$ cat config.mk
export PLATFORM = sky130hd
export DESIGN_NAME = serial_loader
export DESIGN_NICKNAME = d
export VERILOG_FILES = /design/src/rtl/serial_loader.sv
export SDC_FILE = /design/constraint.sdc
export NUM_CORES = 1
export LEC_CHECK = 0
export BUFFER_PORTS_ARGS = -buffer_cell sky130_fd_sc_hd__buf_4
export CORE_AREA = 2 2 95 97
export CTS_CLUSTER_DIAMETER = 80
export DETAILED_ROUTE_END_ITERATION = 10
export DIE_AREA = 0 0 97 99
export PLACE_DENSITY = 0.86
export SYNTH_ARGS = -nofsm -noshare
export SYNTH_HDL_FRONTEND = slang
export SYNTH_SLANG_ARGS = --single-unit
$ cat constraint.sdc
create_clock -name clk -period 2.85 [get_ports clk]
set_input_delay 0.1425 -clock clk [delete_from_list [all_inputs] [get_ports clk]]
set_output_delay 0.1425 -clock clk [all_outputs]
set_load 0.01 [all_outputs]
$ cat src/rtl/serial_loader.sv
// serial_loader: host byte-protocol program loader and CPU control for the IceBreaker SoC.
// Defining LOADER_DUMP_EN compiles in the 'R' memory-dump command.
module serial_loader #(
  parameter int addr_width   = 9,
  parameter int RESET_CYCLES = 2
) (
  input  logic                  clk,
  input  logic                  reset,
  input  logic [7:0]            rx_data,
  input  logic                  rx_valid,
  output logic [7:0]            tx_data,
  output logic                  tx_start,
  input  logic                  tx_busy,
  output logic [7:0]            mem_data_in,
  output logic [addr_width-1:0] mem_waddr,
  output logic                  mem_write,
  output logic [addr_width-1:0] mem_raddr,
  input  logic [7:0]            mem_data_out,
  output logic                  mem_sel,
  output logic [addr_width-1:0] start_address,
  output logic                  cpu_reset,
  output logic                  cpu_halt,
  input  logic                  cpu_halted
);

  localparam int CNT_W = (RESET_CYCLES > 1) ? $clog2(RESET_CYCLES) : 1;

  localparam logic [7:0] CH_LOAD    = 8'h4C;
  localparam logic [7:0] CH_EXEC    = 8'h58;
  localparam logic [7:0] CH_HALT    = 8'h48;
  localparam logic [7:0] CH_STAT    = 8'h53;
  localparam logic [7:0] CH_OK      = 8'h4B;
  localparam logic [7:0] CH_UNKNOWN = 8'h3F;

  typedef enum logic [3:0] {
    IDLE, ADDR2, ADDR1, ADDR0, LEN1, LEN0, DATA, RSTHOLD, HALTWAIT, REPLY
`ifdef LOADER_DUMP_EN
    , RD0, RD1, RD2, TXWAIT
`endif
  } state_t;

  typedef enum logic [1:0] {CMD_LOAD, CMD_EXEC, CMD_DUMP} cmd_t;

  state_t                state;
  cmd_t                  cmd;
  logic [addr_width-1:0] addr;
  logic [15:0]           remaining;
  logic [CNT_W-1:0]      rst_cnt;
  logic [7:0]            checksum;
  logic [7:0]            reply;
  logic                  tx_guard;

  logic                  can_tx;
  logic [15:0]           len_next;
  logic [7:0]            sum_next;
  logic [addr_width-1:0] addr_next;
  logic [addr_width-1:0] addr_shift;

  // tx_busy is not trusted in the cycle right after tx_start (tx_guard covers it)
  always_comb begin
    can_tx     = !tx_busy && !tx_start && !tx_guard;
    len_next   = {remaining[15:8], rx_data};
    sum_next   = checksum + rx_data;
    addr_next  = addr + addr_width'(1);
    addr_shift = addr_width'({addr, rx_data});
  end

`ifndef LOADER_DUMP_EN
  logic dump_unused;
  assign dump_unused = ^mem_data_out;
`endif

  always_ff @(posedge clk) begin
    if (reset) begin
      state         <= IDLE;
      cmd           <= CMD_LOAD;
      addr          <= '0;
      remaining     <= '0;
      rst_cnt       <= '0;
      checksum      <= '0;
      reply         <= '0;
      tx_guard      <= 1'b0;
      tx_data       <= '0;
      tx_start      <= 1'b0;
      mem_data_in   <= '0;
      mem_waddr     <= '0;
      mem_write     <= 1'b0;
      mem_raddr     <= '0;
      mem_sel       <= 1'b1;
      start_address <= '0;
      cpu_reset     <= 1'b1;
      cpu_halt      <= 1'b0;
    end else begin
      tx_start  <= 1'b0;
      mem_write <= 1'b0;
      tx_guard  <= tx_start;
      case (state)
        IDLE: if (rx_valid) begin
          case (rx_data)
            CH_LOAD: begin
              cmd       <= CMD_LOAD;
              mem_sel   <= 1'b1;
              cpu_reset <= 1'b1;
              checksum  <= '0;
              state     <= ADDR2;
            end
            CH_EXEC: begin
              cmd   <= CMD_EXEC;
              state <= ADDR2;
            end
            CH_HALT: begin
              cpu_halt <= 1'b1;
              state    <= HALTWAIT;
            end
            CH_STAT: begin
              reply <= {7'd0, cpu_halted};
              state <= REPLY;
            end
`ifdef LOADER_DUMP_EN
            8'h52: begin
              cmd       <= CMD_DUMP;
              mem_sel   <= 1'b1;
              cpu_reset <= 1'b1;
              state     <= ADDR2;
            end
`endif
            default: begin
              reply <= CH_UNKNOWN;
              state <= REPLY;
            end
          endcase
        end
        ADDR2: if (rx_valid) begin
          addr  <= addr_shift;
          state <= ADDR1;
        end
        ADDR1: if (rx_valid) begin
          addr  <= addr_shift;
          state <= ADDR0;
        end
        ADDR0: if (rx_valid) begin
          addr <= addr_shift;
          if (cmd == CMD_EXEC) begin
            start_address <= addr_shift;
            mem_sel       <= 1'b0;
            cpu_halt      <= 1'b0;
            cpu_reset     <= 1'b1;
            rst_cnt       <= CNT_W'(RESET_CYCLES - 1);
            state         <= RSTHOLD;
          end else begin
            state <= LEN1;
          end
        end
        LEN1: if (rx_valid) begin
          remaining <= {rx_data, 8'h00};
          state     <= LEN0;
        end
        LEN0: if (rx_valid) begin
          remaining <= len_next;
`ifdef LOADER_DUMP_EN
          if (cmd == CMD_DUMP) begin
            if (len_next == '0) begin
              state <= IDLE;
            end else begin
              mem_raddr <= addr;
              state     <= RD0;
            end
          end else
`endif
          if (len_next == '0) begin
            reply <= 8'h00;
            state <= REPLY;
          end else begin
            state <= DATA;
          end
        end
        DATA: if (rx_valid) begin
          mem_waddr   <= addr;
          mem_data_in <= rx_data;
          mem_write   <= 1'b1;
          addr        <= addr_next;
          checksum    <= sum_next;
          remaining   <= remaining - 16'd1;
          if (remaining == 16'd1) begin
            reply <= sum_next;
            state <= REPLY;
          end
        end
        // The 'K' goes out in the same cycle cpu_reset falls when the UART is free
        RSTHOLD: begin
          if (rst_cnt == '0) begin
            cpu_reset <= 1'b0;
            reply     <= CH_OK;
            if (can_tx) begin
              tx_data  <= CH_OK;
              tx_start <= 1'b1;
              state    <= IDLE;
            end else begin
              state <= REPLY;
            end
          end else begin
            rst_cnt <= rst_cnt - CNT_W'(1);
          end
        end
        HALTWAIT: if (cpu_halted) begin
          reply <= CH_OK;
          state <= REPLY;
        end
        REPLY: if (can_tx) begin
          tx_data  <= reply;
          tx_start <= 1'b1;
          state    <= IDLE;
        end
`ifdef LOADER_DUMP_EN
        // mem_raddr is already on the bus in RD0; data is valid while in RD2
        RD0: state <= RD1;
        RD1: state <= RD2;
        RD2: begin
          reply <= mem_data_out;
          state <= TXWAIT;
        end
        TXWAIT: if (can_tx) begin
          tx_data   <= reply;
          tx_start  <= 1'b1;
          addr      <= addr_next;
          remaining <= remaining - 16'd1;
          if (remaining == 16'd1) begin
            state <= IDLE;
          end else begin
            mem_raddr <= addr_next;
            state     <= RD0;
          end
        end
`endif
        default: state <= IDLE;
      endcase
    end
  end

endmodule

-- Word level (Yosys, flattened, before mapping)
Cells that the tools add are included.
- bits in registers: 88
- input port bits: 21
- output and inout port bits: 48
- word-level logic and storage cells: 151
- add/sub/neg operators: 4
- eq/ne operators: 33
- muxes and demuxes: 59
- bitwise operators: 2
- reductions and logical operators: 35
- operators with widths (kind ; count):
    $mux 8 ; 14
    $mux 4 ; 13
    $pmux 16 s3 ; 1
    $pmux 8 s2 ; 3
    $pmux 4 s10 ; 1
    $pmux 8 s5 ; 1
    $eq 8x7->1 const B ; 4
    $mux 16 ; 2
    $ne 2x2->1 const B ; 15
    $mux 9 ; 2
    $pmux 9 s2 ; 1
    $eq 16x1->1 const B ; 1
    $eq 4x3->1 const B ; 4
    $logic_not 16->1 ; 1
    $reduce_and 4->1 ; 4
    $sub 16x1->16 const B ; 1
    $reduce_bool 2->1 ; 7
    $mux 1 ; 13
    $reduce_and 3->1 ; 4
    $reduce_and 11->1 ; 1
    $reduce_and 5->1 ; 2
    $add 9x1->9 const B ; 1
    $reduce_and 9->1 ; 1
    $add 8x8->8 ; 1
    21 further kinds ; 35

-- Longest topological paths before layout
Gate-level depths: netlist (run 1).
- depth after elaboration: 6
- depth in mapped cells: 9
- depth with buffers taken out: 8

-- Worst setup path before layout (run 1)
Ideal clock, no wire load.
- path type: register to register
- from: register checksum[0]
- to: register reply[6]
- arrival time: 1.866 ns
- data required time: 2.759 ns
- path slack: 0.893 ns
- cell stages (with the launch flop): 9
- clock period less this slack: 1.957 ns
- cells stage by stage: dfxtp_1 -> ha_1 -> fa_1 -> a211oi_1 -> o21bai_1 -> a21oi_1 -> xnor2_1 -> nand2_1 -> a311oi_1
- word-level cells in the longest chain between the ends: 4
- ends and longest elaborated chain (what ; RTL line ; text):
    start, declared ; 49 ; logic [7:0] checksum;
    start signal, assigned ; 182 ; checksum <= sum_next;
    $add 8x8->8 ; 63 ; sum_next = checksum + rx_data;
    $mux 8 ; 184 ; if (remaining == 16'd1) begin
    $mux 8 ; 177 ; DATA: if (rx_valid) begin
    $pmux 8 s5 ; 97 ; case (state)
    end signal, assigned ; 116 ; reply <= {7'd0, cpu_halted};
    end signal, assigned ; 185 ; reply <= sum_next;
    end, declared ; 50 ; logic [7:0] reply;
Every way passes these cells. The select of a mux whose other input is x is not followed.
A chain may end at the register's enable or synchronous reset.

-- Worst setup path after layout (run 1)
Ends and elaborated chain as after synthesis.

==> results.py, run 1 <==
metrics = {
    "sta": {
        "layout_min_cycle_time_ps": 2320,
        "max_slew_margin_pct": 56.1,
        "slew_viol_final": 0,
        "rsz0062_at_grt": "no",
        "period_share_pct": 81.3,
        "setup_viol": 0,
        "fin_worst_skew_ps": 16.6,
        "worst_pin_slew_ps": 654,
        "finalSetupTns_ps": 0,
        "max_freq_mhz": 432,
        "hold_viol_final": 0,
    },
    "worst_setup_path": {
        "arrival_ps": 2580,
        "crit_family": "compound AO/OA/AOI/OAI gates",
        "crit_type": "flip-flop to flip-flop",
        "cp_max_fo": 3,
        "critPathMaxStageDelay_ps": 450,
        "start_kind": "flip-flop",
        "crit_chain": "ha_1 > fa_1 > a211oi_1 > o21bai_1 > a21oi_1 > xnor2_1 > nand2_1 > a311oi_1",
        "cpMaxStageDelayCell": "fa_1",
        "crit_buf_inv": 0,
        "crit_required_ps": 3120,
        "critPathCaptureType": "flip-flop",
    },
    "floorplan": {
        "initial_utilization_pct": 53.7,
        "placementRows": 34,
        "die_y_um": 99,
        "ios": 69,
        "die_x_um": 97,
        "fp.dieArea_mm2": 0.00960,
        "core_mm2": 0.00855,
    },
    "place": {
        "placedCellCount": 700,
        "dpl_cell_area_mm2": 0.00499,
        "io_buffers": 51,
        "gp_congestion": 0.922,
        "hpwl_mm": 8.29,
    },
    "clocking": {
        "numClockSinks": 87,
        "ctsResizeCount": 0,
        "path_clk_slew_ps": 90,
        "clockRootBuffer": "clkbuf_8",
        "cts_max_level": 3,
        "cts_tree": "built",
        "postCtsSetupRepairBufs": 0,
        "cts_buffers": 9,
        "clockBufferDepth": 2,
        "cts_hold_buffers": 0,
        "clk_latency_ps": 370,
    },
    "logic_synthesis": {
        "syn_avg_cell_area_um2": 8.04,
        "synth_ff_type": "dfxtp_1",
        "synth_top_area_share_pct": 37.9,
        "yosys.area.top_type": "dfxtp_1",
        "netlist_instances": 571,
        "synth-seq-area-share_pct": 37.9,
        "ys_seq_elements": 87,
        "synth_cell_type_count": 64,
        "synth_edf_count": 0,
        "synthArstFlopShare_pct": 0,
        "syn_area_mm2": 0.00459,
        "netlist_top_cells_area": "dfxtp_1, nand2_1, nor2_1",
        "yosysWarnings": 0,
    },
    "route": {
        "top_layer": "met4",
        "routedLengthMet1_mm": 5.12,
        "wl_met3_um": 807,
        "wl_met2_mm": 5.66,
        "post_drt_via_cell_ratio": 6.08,
        "vias": 4355,
        "drt-total-wl_mm": 11.9,
        "firstDrtPassIters": 5,
        "drt-initial-drc-count": 382,
        "drc": 0,
        "ant_nets": 0,
        "wl_per_cell_um": 16.7,
    },
    "global_routing": {
        "grt.total_usage_pct": 24.6,
        "grt_pass1_wl_mm": 19.6,
        "grt_max_degree": 61,
        "grt_pass1_vias": 4092,
        "antenna_found_initial": 0,
        "grt_remaining_overflow": 0,
    },
    "pwr": {
        "switching_share_pct": 35.9,
        "peakVddDrop_v": 0.000295,
        "comb_power_share_pct": 28.2,
        "pwr-share-seq_pct": 46.3,
        "p_per_area_mw_per_mm2": 608,
        "p_clk_share_pct": 25.5,
        "p_int_uw": 2010,
        "switchingPower_uw": 1130,
        "p_leak_uw": 0.00196,
    },
    "final_layout": {
        "layout_common_cells": "dfxtp_1, nand2_1, nor2_1, buf_4, a21oi_1",
        "antenna_cells": 0,
        "syn_to_final_growth_pct": 12.5,
        "instances_no_fill": 716,
        "fin_nets": 635,
        "postLayoutCellArea_mm2": 0.00517,
        "final_common_cell": "dfxtp_1",
        "drive_gt1_share_pct": 15.5,
    },
    "worst_hold_path": {
        "hp-class": "primary input to flip-flop",
    },
    "job": {
        "drv_cap": 0,
    },
    "outcome": {
        "status": "finished, final reports clean",
    },
}
-- worst min-delay path, cell delays in order --
cell and delay, ps:
buf_4 150, nand2_1 60, a21oi_1 50
-- final cells by class --
| class | count | area (um2) |
|---|---|---|
| tap | 108 | 135 |
| inverter | 8 | 30.0 |
| multi-input combinational | 432 | 2590 |
| timing repair buffer | 65 | 488 |
| clock inverter | 6 | 51.3 |
| fill | 722 | 3380 |
| sequential | 87 | 1740 |
| clock buffer | 10 | 128 |
-- per-layer routing --
metal,vias up,GRT usage (%)
li1,2089,-
met1,2006,31.8
met2,225,41.4
met3,35,3.76
met4,0,10.1
met5,-,0
-- synthesized netlist by cell type, types with 3 or more instances --
cell type and number:
o31ai_1 4, a311oi_1 5, a211oi_1 16, xor2_1 4
clkbuf_1 25, buf_2 13, nand3_1 9, a22oi_1 12
xnor2_1 6, a21o_1 3, nor2_1 70, buf_1 4
and2_1 3, nand2_1 79, nor3b_1 3, nor2b_1 10
a32o_1 7, a221oi_1 5, nor3_1 19, o21ai_0 25
nand2b_1 4, o2bb2ai_1 4, a22o_1 4, inv_1 8
buf_4 9, o22ai_1 3, nor4_1 6, a21oi_1 45
mux2i_1 12, o21bai_1 3, dfxtp_1 87, nand4_1 4
ha_1 10, and3_1 8
-- registers in the layout, summed over array words and instances (netlist names) --
name and cells:
rst_cnt 1, remaining 16, mem_data_in 8, cpu_reset 1, tx_start 1, reply 8, mem_waddr 9, start_address 9
tx_guard 1, checksum 8, tx_data 8, addr 9, state 4, cmd 1, cpu_halt 1, mem_write 1
mem_sel 1
-- per-stage QoR --
step / setup slack (ps) / hold WS [ps] / utilization, % / total power (uW)
3_3_place_gp: 706 / 442 / 58.3 / 2310
2_1_floorplan: 893 / 278 / - / 2160
6_report: 534 / 92.5 / 60.4 / 3140
3_5_place_dp: 549 / 448 / 58.3 / 2350
5_1_grt: 394 / 94.6 / 60.4 / 3310
4_1_cts: 566 / 85.6 / 60.4 / 3130
-- power by group through the flow --
stage | clock network (uW) | logic (uW) | registers (uW)
4_1_cts | 809 | 873 | 1450
3_3_place_gp | 0 | 834 | 1470
3_5_place_dp | 0 | 866 | 1480
6_report | 800 | 886 | 1460
2_1_floorplan | 0 | 746 | 1420
5_1_grt | 861 | 973 | 1470
-- final timing paths --
check | slack [ps] | cells past startpoint | start | to
hold / removal | 90 | 3 | rx_data[7] | mem_data_in[7]$_SDFFE_PP0P_
setup / recovery | 530 | 8 | checksum[0]$_SDFFE_PP0P_ | reply[6]$_SDFFE_PP0P_
setup reg to reg | 530 | 8 | checksum[0]$_SDFFE_PP0P_ | reply[6]$_SDFFE_PP0P_
hold reg to reg | 460 | 2 | mem_waddr[4]$_SDFFE_PP0P_ | mem_waddr[4]$_SDFFE_PP0P_
-- cell families (layout without fill, tap and decap cells) --
group,count (synthesis),in the layout,synth area share (%)
AND/OR/NAND/NOR,233,233,24.1
flip-flops,87,87,37.9
adder cells (fa/ha/maj),11,11,3.16
other,1,9,0.0817
XOR/XNOR,10,10,1.91
buffers and inverters,60,89,6.24
multiplexers,12,12,2.62
AO/OA/AOI/OAI,157,157,24.0
(Power assumes the default switching activity.)
==> run 2: changes to the inputs <==
==> constraint.sdc (replaced) <==
create_clock -name clk -period 2.3 [get_ports clk]
set_input_delay 0.115 -clock clk [delete_from_list [all_inputs] [get_ports clk]]
set_output_delay 0.115 -clock clk [all_outputs]
set_load 0.01 [all_outputs]
==> run 2 against run 1 <==
  * Fmax grew 6.2%
  * Hold slack lost 29 ps
  * Power grew 34%
  * Die area is the same
  * Clock-buffer cell count is the same
  * Clock skew shrank 7.3 ps
  * Final area grew 2.9%
  * Sequential share of layout area shrank 0.96 points
  * Flip-flop and latch count is the same
  * Register-to-register slack lost 410 ps
  * Utilization grew 1.8 points
==> results.py, run 2 (synthesis gave the netlist of run 1 again) <==
metrics = {
    "sta": {
        "slew_viol_final": 0,
        "finalSetupTns_ps": 0,
        "max_freq_mhz": 459,
        "setup_viol": 0,
        "hold_viol_final": 0,
        "fin_worst_skew_ps": 9.27,
        "period_share_pct": 94.8,
        "layout_min_cycle_time_ps": 2180,
        "rsz0062_at_grt": "no",
    },
    "global_routing": {
        "antenna_found_initial": 0,
        "grt_remaining_overflow": 0,
        "grt.total_usage_pct": 25.9,
        "grt_pass1_wl_mm": 20.6,
        "grt_pass1_vias": 4363,
        "grt_max_degree": 38,
    },
    "worst_hold_path": {
        "hp-class": "primary input to flip-flop",
        "hp-start": "rx_data[6]",
        "holdPathStages": 3,
        "hold_end": "mem_data_in[6]$_SDFFE_PP0P_",
    },
    "final_layout": {
        "largest_reg_flops": 16,
        "seq_area_mm2": 0.00174,
        "multi_input_area_mm2": 0.00259,
        "fillerInstances": 723,
        "regMostFlops": "remaining",
        "layout_common_cells": "dfxtp_1, nand2_1, buf_4, nor2_1, a21oi_1",
        "instances_no_fill": 726,
        "drive_gt1_share_pct": 17.0,
        "fin_nets": 645,
        "final_common_cell": "dfxtp_1",
        "antenna_cells": 0,
        "syn_to_final_growth_pct": 15.8,
    },
    "clocking": {
        "cts_max_level": 3,
        "cts_tree": "built",
        "clockRootBuffer": "clkbuf_8",
        "clk_latency_ps": 370,
        "path_clk_slew_ps": 100,
        "postCtsSetupRepairBufs": 0,
        "ctsResizeCount": 0,
        "clockBufferDepth": 2,
        "numClockSinks": 87,
        "cts_hold_buffers": 0,
        "cts_buffers": 9,
    },
    "worst_setup_path": {
        "reg2reg_slack_ps": 120,
        "arrival_ps": 2460,
        "crit_required_ps": 2580,
        "critPathCaptureType": "flip-flop",
        "setup.worst_path.start": "checksum[0]$_SDFFE_PP0P_",
        "reg2reg_depth": 8,
        "cp_max_fo": 3,
        "r2r_end": "reply[6]$_SDFFE_PP0P_",
        "start_kind": "flip-flop",
        "r2r_start": "checksum[0]$_SDFFE_PP0P_",
        "crit_type": "flip-flop to flip-flop",
    },
    "place": {
        "gp_congestion": 0.925,
        "hpwl_mm": 8.45,
        "placedCellCount": 710,
        "io_buffers": 51,
    },
    "route": {
        "drt-total-wl_mm": 12.5,
        "post_drt_via_cell_ratio": 6.23,
        "wl_per_cell_um": 17.2,
        "ant_nets": 0,
        "drt-initial-drc-count": 460,
        "vias": 4526,
        "drc": 0,
        "firstDrtPassIters": 5,
    },
    "floorplan": {
        "core_mm2": 0.00855,
        "placementRows": 34,
        "die_y_um": 99,
        "fp.dieArea_mm2": 0.00960,
        "ios": 69,
        "initial_utilization_pct": 53.7,
        "die_x_um": 97,
    },
    "job": {
        "drv_cap": 0,
    },
    "outcome": {
        "status": "finished, final reports clean",
    },
    "pwr": {
        "p_leak_uw": 0.00203,
        "peakVddDrop_v": 0.000434,
        "p_per_area_mw_per_mm2": 791,
    },
}
run 2: changes by cell type in the layout (fill, tap and decap cells not counted):
cell and delta:
clkinv_4 -1, clkinvlp_4 +1, buf_4 +8, buf_12 +2
clkbuf_1 -1, bufinv_16 +2, clkbuf_8 +1, inv_6 -2
run 2: final cells by class:
class / instances / share of cell area [%]
multi-input cells: 432 / 48.8
flip-flops and latches: 87 / 32.8
repair buffers: 75 / 11.1
clock buffers: 10 / 2.59
well taps: 108 / 2.54
clock inverters: 6 / 1.74
inverters: 8 / 0.565
run 2: per-layer routing:
metal | up-vias | GRT usage, % | routed length [um]
li1 | 2113 | - | -
met1 | 2158 | 33.0 | 5190
met2 | 208 | 42.6 | 6010
met3 | 47 | 3.48 | 823
met4 | 0 | 14.6 | 424
met5 | - | 0 | 0
run 2: stage by stage:
stage | power, uW | util (%) | area (um2) | hold WS (ps) | worst slack (ps)
floorplan | 2680 | - | 4620 | 251 | 343
global placement | 2900 | 59.5 | 5090 | 436 | 211
detailed placement | 2960 | 59.5 | 5090 | 447 | 158
CTS | 4180 | 62.2 | 5320 | 58.6 | 138
global route | 4400 | 62.2 | 5320 | 74.1 | 4.33
finish | 4200 | 62.2 | 5320 | 64.0 | 119
run 2: worst max path at each step:
stage	to	slack, ps	cells after the start
6_report	reply[6]$_SDFFE_PP0P_	120	8
5_1_grt	tx_data[6]$_SDFFE_PP0P_	4	6
4_1_cts	reply[6]$_SDFFE_PP0P_	140	8
3_5_place_dp	reply[6]$_SDFFE_PP0P_	160	9
3_3_place_gp	reply[6]$_SDFFE_PP0P_	210	9
2_1_floorplan	reply[6]$_SDFFE_PP0P_	340	8
run 2: power by group:
part / total, uW / internal (uW) / leakage, uW / switching (uW)
sequential: 1800 / 1650 / 0.000704 / 155
combinational: 1170 / 481 / 0.00122 / 685
clock: 1240 / 647 / 0.000109 / 588
run 2: worst max-delay path: stages (launching register included):
cell	delay, ps
dfxtp_1	320
ha_1	220
fa_1	440
a211oi_1	300
o21bai_1	120
a21oi_1	180
xnor2_1	180
nand2_1	90
a311oi_1	260
==> run 3: changes to the inputs <==
==> constraint.sdc (replaced) <==
create_clock -name clk -period 2.5 [get_ports clk]
set_input_delay 0.125 -clock clk [delete_from_list [all_inputs] [get_ports clk]]
set_output_delay 0.125 -clock clk [all_outputs]
set_load 0.01 [all_outputs]
==> run 3 against run 2 <==
  * Non-clock buffer count decreased by 9
  * Global-route usage decreased by 1.9 points
  * Combinational power decreased by 14%
  * Cell count down 1.2%
  * Sequential share of layout area increased by 0.72 points
  * Flip-flop and latch count is the same
  * First-iteration DRC count fell by 11%
  * Power down 15%
  * Utilization is 1.3 points lower
  * Die area did not move
  * Clock power down 26%
  * Via count fell by 3.8%
  * Critical path type unchanged
  * Largest cell class unchanged
  * Largest power group unchanged
  * Highest routed layer unchanged
==> results.py, run 3 (synthesis gave the netlist of run 1 again) <==
metrics = {
    "worst_hold_path": {
        "hp-start": "rx_data[6]",
        "holdPathStages": 3,
        "hold_end": "mem_data_in[6]$_SDFFE_PP0P_",
        "hp-class": "primary input to flip-flop",
    },
    "route": {
        "firstDrtPassIters": 5,
        "wl_per_cell_um": 15.9,
        "post_drt_via_cell_ratio": 6.08,
        "drc": 0,
        "vias": 4356,
        "drt-total-wl_mm": 11.4,
        "ant_nets": 0,
        "drt-initial-drc-count": 411,
    },
    "global_routing": {
        "grt_remaining_overflow": 0,
        "grt.total_usage_pct": 24.0,
        "antenna_found_initial": 0,
        "grt_pass1_vias": 4005,
        "grt_max_degree": 56,
        "grt_pass1_wl_mm": 19.0,
    },
    "clocking": {
        "cts_max_level": 3,
        "path_clk_slew_ps": 90,
        "postCtsSetupRepairBufs": 0,
        "cts_buffers": 9,
        "clk_latency_ps": 370,
        "cts_hold_buffers": 0,
        "cts_tree": "built",
        "clockBufferDepth": 2,
        "clockRootBuffer": "clkbuf_8",
        "ctsResizeCount": 0,
        "numClockSinks": 87,
    },
    "sta": {
        "max_slew_margin_pct": 59.2,
        "max_freq_mhz": 443,
        "layout_min_cycle_time_ps": 2260,
        "fin_ws_ps": 244,
        "period_share_pct": 90.2,
        "worst_pin_slew_ps": 608,
        "rsz0062_at_grt": "no",
        "setup_viol": 0,
        "holdWs_ps": 66.8,
        "hold_viol_final": 0,
        "fin_worst_skew_ps": 13.2,
        "finalSetupTns_ps": 0,
        "slew_viol_final": 0,
    },
    "final_layout": {
        "largest_reg_flops": 16,
        "regMostFlops": "remaining",
        "layout_common_cells": "dfxtp_1, nand2_1, nor2_1, buf_4, a21oi_1",
        "fillerInstances": 727,
        "final_util_pct": 60.9,
        "instances_no_fill": 717,
        "antenna_cells": 0,
        "fin_nets": 636,
        "drive_gt1_share_pct": 15.8,
        "final_common_cell": "dfxtp_1",
        "syn_to_final_growth_pct": 13.4,
    },
    "worst_setup_path": {
        "crit_type": "flip-flop to flip-flop",
        "cp_max_fo": 16,
        "reg2reg_slack_ps": 240,
        "r2r_end": "reply[5]$_SDFFE_PP0P_",
        "critPathCaptureType": "flip-flop",
        "start_kind": "flip-flop",
        "r2r_start": "remaining[3]$_SDFFE_PP0P_",
        "crit_required_ps": 2760,
        "arrival_ps": 2520,
        "setup.worst_path.start": "remaining[3]$_SDFFE_PP0P_",
        "reg2reg_depth": 6,
    },
    "floorplan": {
        "fp.dieArea_mm2": 0.00960,
        "placementRows": 34,
        "initial_utilization_pct": 53.7,
        "die_y_um": 99,
        "core_mm2": 0.00855,
        "ios": 69,
        "die_x_um": 97,
    },
    "place": {
        "gp_congestion": 0.937,
        "placedCellCount": 701,
        "io_buffers": 51,
        "hpwl_mm": 8.04,
        "place_ws_ps": 256,
    },
    "pwr": {
        "p_leak_uw": 0.00197,
        "p_per_area_mw_per_mm2": 689,
        "peakVddDrop_v": 0.000249,
    },
    "job": {
        "drv_cap": 0,
    },
    "outcome": {
        "status": "finished, final reports clean",
    },
}
## run 3: layout make-up
| type | instances | area (um2) | share of cell area [%] |
|---|---|---|---|
| Clock buffer | 10 | 138 | 2.64 |
| Sequential cell | 87 | 1740 | 33.5 |
| Tap cell | 108 | 135 | 2.60 |
| Clock inverter | 6 | 46.3 | 0.890 |
| Multi-Input combinational cell | 432 | 2590 | 49.8 |
| Timing Repair Buffer | 66 | 520 | 10.0 |
| Inverter | 8 | 30.0 | 0.577 |
## run 3: critical path: stages, from the launching register on
cell	delay, ps
dfxtp_1	380
nor4_4	450
nand4_1	230
a211oi_2	370
o221a_4	360
nor2_1	80
a311oi_1	290
## run 3: how the worst max path moves through the flow
stage                       endpoint  slack [ps]  depth (start not counted)
2_1_floorplan  reply[6]$_SDFFE_PP0P_         540                          8
3_3_place_gp   reply[0]$_SDFFE_PP0P_         370                          7
3_5_place_dp   reply[5]$_SDFFE_PP0P_         260                          6
4_1_cts        reply[5]$_SDFFE_PP0P_         240                          6
5_1_grt        reply[5]$_SDFFE_PP0P_          40                          7
6_report       reply[5]$_SDFFE_PP0P_         240                          6
## run 3: power breakdown
part           leakage, uW  internal, uW  switching [uW]  total (uW)
clock            0.0000885           391             532         923
combinational      0.00117           405             609        1010
sequential        0.000704          1520             134        1650
total              0.00197          2310            1270        3590
## run 3: metrics by stage
| stage | instance area (um2) | total power, uW |
|---|---|---|
| global placement | 5020 | 2630 |
| CTS | 5200 | 3590 |
| detailed placement | 5020 | 2680 |
| finish | 5200 | 3590 |
| global route | 5200 | 3790 |
| floorplan | 4620 | 2470 |
## run 3: routing by layer
metal	up-vias	part of all wire, %	GRT usage [%]
met1	2032	43	32.0
met5	-	0	0
met4	0	2.8	12.4
met2	185	47	37.2
li1	2109	-	-
met3	30	7.3	4.54
